[src/rtl/spmv_val_rd_arbiter.sv]
// spmv_val_rd_arbiter
//   Read-only AXI arbiter sharing the single HBM Val port among
//   CONF_NUM_KERNEL spmv_calc_kernel Val masters.
//   - AR: round-robin pick among requesting kernels, request latched and
//     re-issued on m_ar* from registers, at most one AR per two cycles.
//   - Grant order is kept in an in-order ID FIFO (OST_DEPTH deep); the FIFO
//     head selects which kernel sees the R channel (combinational steering).
//
// Ports
//   clk, rstn                 clock, asynchronous active-low reset
//   s_ar* / s_arvalid/ready   per-kernel AR channels, kernel i at slice i
//   s_r*  / s_rvalid/ready    per-kernel R channels (data/resp broadcast)
//   m_ar* / m_arvalid/ready   HBM AR channel
//   m_r*  / m_rvalid/ready    HBM R channel
//   ost_cnt                   bursts issued and not yet completed
//   busy                      outstanding bursts or an AR being issued
//
// Optional build macro SPMV_VAL_ARB_PERF_EN adds:
//   perf_grant_cnt            per-kernel saturating AR grant counters
//   perf_stall_cnt            saturating count of cycles a request is
//                             pending while the order FIFO is full
module spmv_val_rd_arbiter #(
   parameter int unsigned CONF_NUM_KERNEL = 4,
   parameter int unsigned ADDR_W          = 48,
   parameter int unsigned DATA_W          = 256,
   parameter int unsigned OST_DEPTH       = 16
) (
   input  logic                              clk,
   input  logic                              rstn,
   input  logic [CONF_NUM_KERNEL*ADDR_W-1:0] s_araddr,
   input  logic [CONF_NUM_KERNEL*8-1:0]      s_arlen,
   input  logic [CONF_NUM_KERNEL*3-1:0]      s_arsize,
   input  logic [CONF_NUM_KERNEL*2-1:0]      s_arburst,
   input  logic [CONF_NUM_KERNEL-1:0]        s_arvalid,
   output logic [CONF_NUM_KERNEL-1:0]        s_arready,
   output logic [CONF_NUM_KERNEL*DATA_W-1:0] s_rdata,
   output logic [CONF_NUM_KERNEL*2-1:0]      s_rresp,
   output logic [CONF_NUM_KERNEL-1:0]        s_rlast,
   output logic [CONF_NUM_KERNEL-1:0]        s_rvalid,
   input  logic [CONF_NUM_KERNEL-1:0]        s_rready,
   output logic [ADDR_W-1:0]                 m_araddr,
   output logic [7:0]                        m_arlen,
   output logic [2:0]                        m_arsize,
   output logic [1:0]                        m_arburst,
   output logic                              m_arvalid,
   input  logic                              m_arready,
   input  logic [DATA_W-1:0]                 m_rdata,
   input  logic [1:0]                        m_rresp,
   input  logic                              m_rlast,
   input  logic                              m_rvalid,
   output logic                              m_rready,
   output logic [$clog2(OST_DEPTH):0]        ost_cnt,
   output logic                              busy
`ifdef SPMV_VAL_ARB_PERF_EN
   ,
   output logic [CONF_NUM_KERNEL*32-1:0]     perf_grant_cnt,
   output logic [31:0]                       perf_stall_cnt
`endif
);

   localparam int unsigned IDX_W = (CONF_NUM_KERNEL > 1) ? $clog2(CONF_NUM_KERNEL) : 1;
   localparam int unsigned PTR_W = (OST_DEPTH > 1) ? $clog2(OST_DEPTH) : 1;
   localparam int unsigned CNT_W = $clog2(OST_DEPTH) + 1;

   typedef enum logic [0:0] {
      IDLE,
      ISSUE
   } state_t;

   state_t           state;
   logic [IDX_W-1:0] rr_ptr;
   logic [IDX_W-1:0] ar_idx;
   logic [IDX_W-1:0] win_idx;
   logic             win_found;
   logic             ost_full;
   logic             fifo_empty;
   logic             ar_hs;
   logic             r_pop;

   logic [IDX_W-1:0] ord_mem [OST_DEPTH];
   logic [PTR_W-1:0] wr_ptr;
   logic [PTR_W-1:0] rd_ptr;
   logic [IDX_W-1:0] head_idx;

   function automatic logic [PTR_W-1:0] ptr_inc(input logic [PTR_W-1:0] p);
      return (p == PTR_W'(OST_DEPTH - 1)) ? '0 : p + PTR_W'(1);
   endfunction

   assign ost_full   = (ost_cnt == CNT_W'(OST_DEPTH));
   assign fifo_empty = (ost_cnt == '0);
   assign ar_hs      = m_arvalid & m_arready;
   assign head_idx   = ord_mem[rd_ptr];
   assign busy       = !fifo_empty || (state != IDLE);

   // Round-robin scan: first requester at or above rr_ptr, wrapping.
   always_comb begin
      int unsigned      cand;
      logic [IDX_W-1:0] cand_idx;
      win_idx   = '0;
      win_found = 1'b0;
      cand      = 0;
      cand_idx  = '0;
      for (int unsigned off = 0; off < CONF_NUM_KERNEL; off++) begin
         cand = 32'(rr_ptr) + off;
         if (cand >= CONF_NUM_KERNEL) cand = cand - CONF_NUM_KERNEL;
         cand_idx = cand[IDX_W-1:0];
         if (!win_found && s_arvalid[cand_idx]) begin
            win_found = 1'b1;
            win_idx   = cand_idx;
         end
      end
   end

   // AR FSM: latch winner in IDLE, present it from registers in ISSUE.
   always_ff @(posedge clk or negedge rstn) begin
      if (!rstn) begin
         state     <= IDLE;
         rr_ptr    <= '0;
         ar_idx    <= '0;
         m_araddr  <= '0;
         m_arlen   <= '0;
         m_arsize  <= '0;
         m_arburst <= '0;
         m_arvalid <= 1'b0;
      end else begin
         case (state)
            IDLE: begin
               if (win_found && !ost_full) begin
                  state     <= ISSUE;
                  ar_idx    <= win_idx;
                  m_araddr  <= s_araddr[win_idx*ADDR_W +: ADDR_W];
                  m_arlen   <= s_arlen[win_idx*8 +: 8];
                  m_arsize  <= s_arsize[win_idx*3 +: 3];
                  m_arburst <= s_arburst[win_idx*2 +: 2];
                  m_arvalid <= 1'b1;
               end
            end
            ISSUE: begin
               if (m_arready) begin
                  state     <= IDLE;
                  m_arvalid <= 1'b0;
                  rr_ptr    <= (ar_idx == IDX_W'(CONF_NUM_KERNEL - 1)) ? '0 : ar_idx + IDX_W'(1);
               end
            end
            default: state <= IDLE;
         endcase
      end
   end

   // Kernel AR handshake completes in the same cycle as the HBM handshake.
   always_comb begin
      s_arready = '0;
      if (state == ISSUE && m_arready) s_arready[ar_idx] = 1'b1;
   end

   // Order FIFO storage (no reset needed: validity is tracked by ost_cnt).
   always_ff @(posedge clk) begin
      if (ar_hs) ord_mem[wr_ptr] <= ar_idx;
   end

   always_ff @(posedge clk or negedge rstn) begin
      if (!rstn) begin
         wr_ptr  <= '0;
         rd_ptr  <= '0;
         ost_cnt <= '0;
      end else begin
         if (ar_hs) wr_ptr <= ptr_inc(wr_ptr);
         if (r_pop) rd_ptr <= ptr_inc(rd_ptr);
         case ({ar_hs, r_pop})
            2'b10:   ost_cnt <= ost_cnt + CNT_W'(1);
            2'b01:   ost_cnt <= ost_cnt - CNT_W'(1);
            default: ost_cnt <= ost_cnt;
         endcase
      end
   end

   // R steering: only the FIFO head kernel sees the HBM R channel.
   always_comb begin
      s_rvalid = '0;
      s_rlast  = '0;
      m_rready = 1'b0;
      if (!fifo_empty) begin
         s_rvalid[head_idx] = m_rvalid;
         s_rlast[head_idx]  = m_rlast;
         m_rready           = s_rready[head_idx];
      end
   end

   assign r_pop   = m_rvalid & m_rready & m_rlast;
   assign s_rdata = {CONF_NUM_KERNEL{m_rdata}};
   assign s_rresp = {CONF_NUM_KERNEL{m_rresp}};

`ifdef SPMV_VAL_ARB_PERF_EN
   logic [31:0] grant_cnt [CONF_NUM_KERNEL];
   logic [31:0] stall_cnt;

   always_ff @(posedge clk or negedge rstn) begin
      if (!rstn) begin
         for (int unsigned k = 0; k < CONF_NUM_KERNEL; k++) grant_cnt[k] <= '0;
         stall_cnt <= '0;
      end else begin
         for (int unsigned k = 0; k < CONF_NUM_KERNEL; k++) begin
            if (ar_hs && ar_idx == IDX_W'(k) && grant_cnt[k] != '1)
               grant_cnt[k] <= grant_cnt[k] + 32'd1;
         end
         if ((|s_arvalid) && ost_full && stall_cnt != '1)
            stall_cnt <= stall_cnt + 32'd1;
      end
   end

   always_comb begin
      perf_grant_cnt = '0;
      for (int unsigned k = 0; k < CONF_NUM_KERNEL; k++)
         perf_grant_cnt[k*32 +: 32] = grant_cnt[k];
   end

   assign perf_stall_cnt = stall_cnt;
`endif

endmodule
[config.mk]
export PLATFORM = sky130hd
export DESIGN_NAME = spmv_val_rd_arbiter
export DESIGN_NICKNAME = d
export VERILOG_FILES = /design/src/rtl/spmv_val_rd_arbiter.sv
export SDC_FILE = /design/constraint.sdc
export NUM_CORES = 1
export LEC_CHECK = 0
export CORE_AREA = 2 2 628 630
export CTS_CLUSTER_SIZE = 14
export DETAILED_ROUTE_END_ITERATION = 8
export DIE_AREA = 0 0 630 632
export GPL_TIMING_DRIVEN = 0
export PLACE_DENSITY = 0.3
export SYNTH_ARGS = -nofsm -noshare
export SYNTH_HDL_FRONTEND = slang
export SYNTH_SLANG_ARGS = --single-unit
[constraint.sdc]
create_clock -name clk -period 3.5 [get_ports clk]
set_clock_uncertainty 0.2 [all_clocks]
set_input_delay 0.7 -clock clk [delete_from_list [all_inputs] [get_ports clk]]
set_output_delay 0.7 -clock clk [all_outputs]
set_load 0.005 [all_outputs]
==> results of run 1 <==
[synthesized netlist by cell type, types with 2 or more instances]
cell type | instances | share of area
buf_4 | 1032 | 0.54
nand2_1 | 381 | 0.099
dfrtp_1 | 80 | 0.14
o21ai_0 | 67 | 0.023
nand3_1 | 65 | 0.023
o21ai_1 | 61 | 0.021
clkbuf_1 | 50 | 0.013
edfxtp_1 | 32 | 0.067
and2_1 | 13 | 0.0056
ha_1 | 13 | 0.011
inv_1 | 13 | 0.0034
and3_1 | 9 | 0.0039
mux4_2 | 9 | 0.014
buf_1 | 8 | 0.0021
nor2_1 | 8 | 0.0021
a21oi_1 | 7 | 0.0024
mux2i_1 | 6 | 0.0042
mux2_2 | 5 | 0.0039
nor3_1 | 5 | 0.0017
a21o_1 | 4 | 0.0021
xnor2_1 | 4 | 0.0024
mux2_4 | 3 | 0.0031
xor2_1 | 3 | 0.0018
nor2b_1 | 2 | 0.00087
nor3b_1 | 2 | 0.0010
nor4_1 | 2 | 0.00087
[cell families after synthesis]
logic type | synth area share
and+or+nand+nor | 0.1395
adders and majority gates | 0.01268
DFF | 0.2057
muxes | 0.02528
xor gates and xnor gates | 0.004256
buffers and inverters | 0.5575
AOI/OAI and AO/OA | 0.05516
[tightest hold or removal path: stages (launching register included)]
cell,delay (ps)
dfrtp_1,360
nand2_1,40
o21ai_0,60
[repair_timing]
| action | CTS | global route |
|---|---|---|
| endpoints found under the setup margin | 79 | 32 |
| hold buffers | 1 | 0 |
| gates resized for setup | 96 | 17 |
| pin swaps | 16 | 9 |
| gates cloned | 0 | 0 |
| setup buffers | 19 | 3 |
| endpoints found under the hold margin | 7 | 0 |
[per-layer routing]
metal	vias up	track usage	wire, µm
met3	122	0.02964	15250
met2	985	0.1820	106800
met1	8452	0.1060	75970
met5	-	0	41
li1	7860	-	-
met4	6	0.02914	6641
[final cells by class]
class                   instances  area, µm²  area share
clock buffers                   9      225.2    0.006285
clock inverters                 7      91.34    0.002549
flip-flops and latches        112       2965     0.08275
repair buffers               1402      14140      0.3945
plain buffers                1089       8050      0.2246
multi-input cells             683       3621      0.1010
inverters                      13      53.80    0.001501
well taps                    5220       6531      0.1823
diodes                         64      160.2    0.004469
[state kept, by name, indices dropped and copies added (netlist names), 3 cells and up]
name      count
ost_cnt       5
rd_ptr        4
m_araddr     48
m_arsize      3
m_arlen       8
ord_mem      32
wr_ptr        4
[path summary, 6_finish.rpt]
check | startpoint | endpoint | slack [ps] | cells after the start
worst min register to register | m_araddr[46] | m_araddr[46] | 290 | 2
worst max-delay path | rd_ptr[1] | ost_cnt[4] | -240 | 15
max in group asynchronous | rstn | m_araddr[35] | 1820 | 3
worst min-delay path | m_araddr[46] | m_araddr[46] | 290 | 2
min in group asynchronous | rstn | m_araddr[23] | 580 | 2
worst max register to register | rd_ptr[1] | ost_cnt[4] | -240 | 15
[report_power, final]
group	switching [mW]	internal [mW]
sequential	0.451	1.91
clock	0.758	0.522
combinational	4.65	4.50
total	5.86	6.93
==> results.txt, run 1 <==
- Static leakage: 13.96 nW
- The design draws 12.79 mW.
- Setup violations remaining at the end of the flow were counted as 6.
* Portion of the clock cycle consumed by the worst path in the final layout: 1.070
- For this run, the detailed router's first-pass iteration total came to 5.
* Syn_nets: 2429
* Placed cell count: 8499
- Of the synthesized area, sequential elements account for 0.2057.
* Worst Path Class, Setup: reg -> reg
- Synth Register Bits: 112
- Warnings from Yosys: 0
- Total power density per cell area: 356.8 mW/mm²
- Non-filler cells, final: 8599
- 1628 I/O pins were placed.
- Endpoint type of the worst setup path: flip-flop
- Setup repair after global routing could not meet its margin everywhere.
* Starting utilization of the core area: 0.03681
- Clock tree buffer depth: 2
- In this design, the stage delay of the slowest critical-path cell is 580 ps.
- Hold WC Path Type: reg -> reg
* Final hold slack: 292.2 ps
- Clock slew at reported path FFs: 110 ps
- After detailed routing, the number of remaining DRC violations is 0.
* Post-route cell area: 0.03584 mm²
- Overall Global Routing Usage: 0.09808
- Nets: 3839
- Die Outline Area: 0.3982 mm²
* Worst path top cell family by delay: multiplexers
- The run finished, with violations left.
* CTS tree: yes
- Fill cells: 45840
- After detailed routing, the average wire length per cell comes to 23.80 µm.
* Syn Area/Cell: 7.582 µm²
* Initial antenna violation count: 75
* Chip Width: 630 µm
* Std-Cell Core Area: 0.3914 mm²
- The clock net in this run drives a total of 112 sinks.
* Fmax achieved: 267.0 MHz
- DP Area: 0.03497 mm²
* Worst setup SP type: flip-flop
- Post-synth design cell area: 0.01441 mm²
- In this run, synthesis inferred 32 flip-flops with an integrated enable.
- For the worst-skew pair, the clock arrives at the later sink with an insertion delay of 440 ps.
- Count of max-cap constraint violations: 0
- The die is 632 µm tall.
* Detailed-route via count: 17430
- Entering global routing, the biggest net connects 43 pins.
* Worst Tran Pin Value: 975.5 ps
- Cells along the critical path: buf_12, mux4_2, mux4_2, mux2i_1, mux2_4, nor2_4, ha_4, inv_4, fa_2, inv_2, a21o_1, a21oi_2, xnor2_1, nor2_1, xor2_1
- Across the VDD grid, the largest voltage drop is 0.2939 mV.
- Using the TritonRoute via totals, the vias-per-cell ratio works out to 2.026.
- After the first detailed-routing iteration, the DRC count stood at 634.
- CTS Buf Count: 9
- Of all nets on the critical path, the largest fanout is 6.
- Fin. max-slew vios: 0
* Num rows: 230
- From synthesis to final layout, the design area changed by 148.8%.
* Count of different cell masters after synthesis: 42
* Number of instances in the synthesized netlist: 1900
* Worst path slowest cell: mux4_2
- The final reports fail on negative setup slack.
- Global route total overflow: 0
* Cell at the root of the clock tree: clkbuf_16
* Data required, critical path: 3630 ps
* Finished Core Util: 0.09156
- In the post-route analysis, the smallest setup slack over all paths is -244.6 ps.
* Wire length of the first global-routing pass: 241500 µm
- At the end of routability-driven placement, the weighted congestion stood at 0.7968.
- For the finished layout, the period the worst path requires is 3745 ps.
- Detailed-route wire length: 204700 µm
* Hold Vio Cnt, Final: 0
- The number of global-route vias before repair is 17900.
* CP Buf/Inv Count: 3
- Clock H-tree levels: 3
* Final total negative setup slack: -701.6 ps
- Worst slack at placement: -1856 ps
- At the worst endpoint, the arrival time is 3870 ps.
- Proportion of layout cells with a drive suffix above 1: 0.3517
- Main flop type after synthesis: dfrtp_1
* Antenna-violating nets left: 0
- Measured against its own limit, the worst slew margin works out to 0.3477.
- Among the stages of the critical path, the cell type that occurs most often is mux4_2.
- Commonest cells after routing, fill and taps aside: clkdlybuf4s50_1 (1358), buf_4 (1053), nand2_1 (379)
* Synth async-reset ratio: 0.7143
- Post-DP HPWL: 189300 µm
- IO Port Bufs: 1368
- Leading cell type in the layout, fill and taps excluded: clkdlybuf4s50_1
No activity file was read; power rests on OpenSTA's default activity.
==> inputs of run 2 (changes only) <==
--- a/config.mk
+++ b/config.mk
@@ -6,11 +6,11 @@
 export NUM_CORES = 1
 export LEC_CHECK = 0
 export CORE_AREA = 2 2 628 630
-export CTS_CLUSTER_SIZE = 14
+export CTS_CLUSTER_SIZE = 30
 export DETAILED_ROUTE_END_ITERATION = 8
 export DIE_AREA = 0 0 630 632
-export GPL_TIMING_DRIVEN = 0
 export PLACE_DENSITY = 0.3
+export REMOVE_ABC_BUFFERS = 1
 export SYNTH_ARGS = -nofsm -noshare
 export SYNTH_HDL_FRONTEND = slang
 export SYNTH_SLANG_ARGS = --single-unit
==> results.txt, run 2 (same netlist as run 1, synthesis figures left out) <==
- Die Outline Area: 0.3982 mm² (unchanged)
- The sum of negative setup slack is -397.4 ps (+304.2 ps).
* Std-Cell Core Area: 0.3914 mm² (unchanged)
* Endpoint type of the worst setup path: output port
- Worst r2r dst: ost_cnt[4]
- Global route total overflow: 0 (unchanged)
* Iteration-0 DRC Markers: 1677 (+160%)
- The total number of cells along the worst setup path is 7 (-8).
- The critical path starts at rd_ptr[1].
- CP Max Fanout: 6 (unchanged)
- The number of design rule violations left after detail routing is 0 (unchanged).
- Unrepaired setup endpoints after global routing: true
* Worst path slowest cell: mux4_2
- The worst slew margin relative to its limit is 0.4165 (+0.06887).
- The standby leakage power was 4.969 nW (-64%).
- Largest register FFs: 48 (unchanged)
- The number of input and output port buffers inserted came to 337 (-75%).
- The detailed-route wire length came to 397800 µm (+94%).
* Met3 WL: 120900 µm (+690%)
- CTS tree: yes
* Leading cell type in the layout, fill and taps excluded: nand2_1
- The remaining antenna violation count was 0 (unchanged).
- Num rows: 230 (unchanged)
- CP Buf/Inv Count: 2 (-1)
- The total of max-cap violations is 0 (unchanged).
- Sink Count: 112 (unchanged)
* Cell at the root of the clock tree: clkbuf_16
- The data arrival time of the worst path was 2770 ps (-1100 ps).
- Worst setup SP type: flip-flop
- The fraction of final layout cells with drive strength greater than 1 is 0.1111 (-0.2406).
* Delay of the slowest critical-path stage: 560 ps (-20 ps)
* Total power density per cell area: 546.1 mW/mm² (+53%)
* Starting utilization of the core area: 0.03681 (unchanged)
- In this run the critical register-to-register path is launched from rd_ptr[1].
- The highest clock frequency the design can meet is 272.4 MHz (+2.0%).
- Portion of the clock cycle consumed by the worst path in the final layout: 1.049 (-0.02106)
- The estimated wirelength of the detail-placed design was 330600 µm (+75%).
* Post-cts hold buffer count: 0 (-1)
- Metal-1 WL: 57060 µm (-25%)
* Later-pin clock latency in the skew report: 430 ps (about the same)
- Traced cell by cell, the critical path runs through mux4_2, mux4_2, mux2i_1, mux2_4, buf_8, nor2_4, buf_6.
- Initial antenna violation count: 7 (-91%)
- The total routing resource utilization after global routing was 0.1927 (+0.09462).
* Total length of routed met2 wires: 178400 µm (+67%)
- The worst-case setup margin in the final layout came to -170.9 ps (+73.71 ps).
* Nets: 1748 (-54%)
- The post-detailed-route via-to-cell ratio was 1.994 (-1.6%).
* Hold WC Path Type: in -> async
- The buffer levels on the longest clock path was 2 (unchanged).
- Worst Path Class, Setup: reg -> out
* Cells on worst reg2reg path: 13 (-2)
- Highest metal layer with signal wires: met5
- Router iterations before antenna repair: 5 (unchanged)
* Final hold slack: 112.2 ps (-180.0 ps)
- The final critical delay including setup and external delays is 3671 ps (-73.71 ps).
- Hold Vio Cnt, Final: 0 (unchanged)
* Clock slew at reported path FFs: 90 ps (-20 ps)
- CTS Buf Count: 9 (unchanged)
* Die span in y: 632 µm (unchanged)
- In this design, the critical path's most frequently occurring cell is mux4_2.
- Worst path top cell family by delay: multiplexers
* Wire length per cell after detailed routing: 61.69 µm (+160%)
- Data required, critical path: 2600 ps (-1030 ps)
- Worst Tran Pin Value: 875.2 ps (-100.3 ps)
* Worst reg-to-reg setup slack: -90 ps (+150 ps)
- The number of setup violations in the final report was 4 (-2).
* Chip Width: 630 µm (unchanged)
* Area growth from synthesis to layout: 22.29%
* Largest registers: m_araddr (48), ord_mem (32), m_arlen (8)
- Via count of the first global-routing pass: 9792 (-45%)
* Wire length of the first global-routing pass: 423300 µm (+75%)
* Routability congestion estimate from global placement: 0.8079 (+1.4%)
- The count of pins on the block boundary was 1628 (unchanged).
- Violated checks: negative setup slack
- The H-tree depth reported by CTS is 3 (unchanged).
* Register bank with the most flops: m_araddr
- The routed via count was 12860 (-26%).
- Largest net degree at the start of global routing: 73 (+70%)
- Peak VDD IR: 0.3289 mV (+12%)
* Result of the run: complete, but fails checks
- The top cell types in the final layout, fill and taps aside, are nand2_1 (380), clkdlybuf4s50_1 (324), dfrtp_1 (79).
- Fin. max-slew vios: 0 (unchanged)
[run 2: changes by cell type in the layout (fill, tap and decap cells not counted), moves of 4 or more]
cell | before | now
buf_4 | 1053 | 46
o21ai_0 | 61 | 65
clkbuf_2 | 12 | 0
buf_12 | 6 | 23
diode_2 | 64 | 4
o21ai_2 | 6 | 0
buf_2 | 10 | 0
buf_16 | 7 | 0
clkbuf_1 | 30 | 0
clkdlybuf4s50_1 | 1358 | 324
[run 2: worst max path at each step]
stage                    to  slack [ps]
3_5_place_dp     ost_cnt[4]        -340
5_1_grt            m_rready        -340
6_report           m_rready        -170
4_1_cts            m_rready        -260
3_3_place_gp     ost_cnt[4]        -480
2_1_floorplan  m_araddr[14]       -2760
[run 2: area by class of cell]
type / instances / area (µm²)
Clock inverter: 7 / 101.3
Inverter: 13 / 53.80
Sequential cell: 112 / 2964
Fill cell: 46550 / 373800
Timing Repair Buffer: 400 / 4131
Tap cell: 5220 / 6531
Clock buffer: 9 / 225.2
Antenna cell: 4 / 10.01
Multi-Input combinational cell: 683 / 3598
[run 2: power breakdown]
group	leakage, nW	switching (mW)	total [mW]	internal, mW
clock	0.154	0.745	1.33	0.581
combinational	3.55	3.30	6.00	2.70
sequential	1.26	0.386	2.29	1.91
total	4.97	4.43	9.62	5.19
[run 2: stage by stage]
step / cell area [µm²] / std cells / util / setup slack [ps] / total power [mW]
CTS: 17520 / 6443 / 0.04476 / -262.6 / 9.952
global route: 17610 / 6445 / 0.04499 / -340.5 / 10.49
detailed placement: 17060 / 6422 / 0.04359 / -344.9 / 8.250
floorplan: 6424 / 808 / - / -2764 / 4.649
global placement: 17060 / 6422 / 0.04359 / -480.7 / 8.249
finish: 17620 / 6448 / 0.04501 / -170.9 / 9.620
[run 2: metal layers]
| metal | GRT usage | vias to the layer above |
|---|---|---|
| li1 | - | 3585 |
| met1 | 0.07436 | 5285 |
| met2 | 0.3055 | 3542 |
| met3 | 0.2819 | 374 |
| met4 | 0.1292 | 73 |
| met5 | 0.1709 | - |
[run 2: repair_timing]
item                                    in CTS  in global routing
pin swaps                                    2                  5
setup buffers                                5                  1
gates resized for setup                     24                 19
endpoints found under the setup margin      12                 13
[run 2: worst register-to-register path, cell delays in order, from the launching register on]
cell     delay (ps)
dfrtp_2         490
mux4_2          560
mux4_2          520
mux2i_1         140
mux2_4          310
nor2_4          130
ha_4            150
buf_6           110
ha_1            230
a21o_1          170
a21oi_2         140
xnor2_1         120
nor2_1           70
xor2_1          130
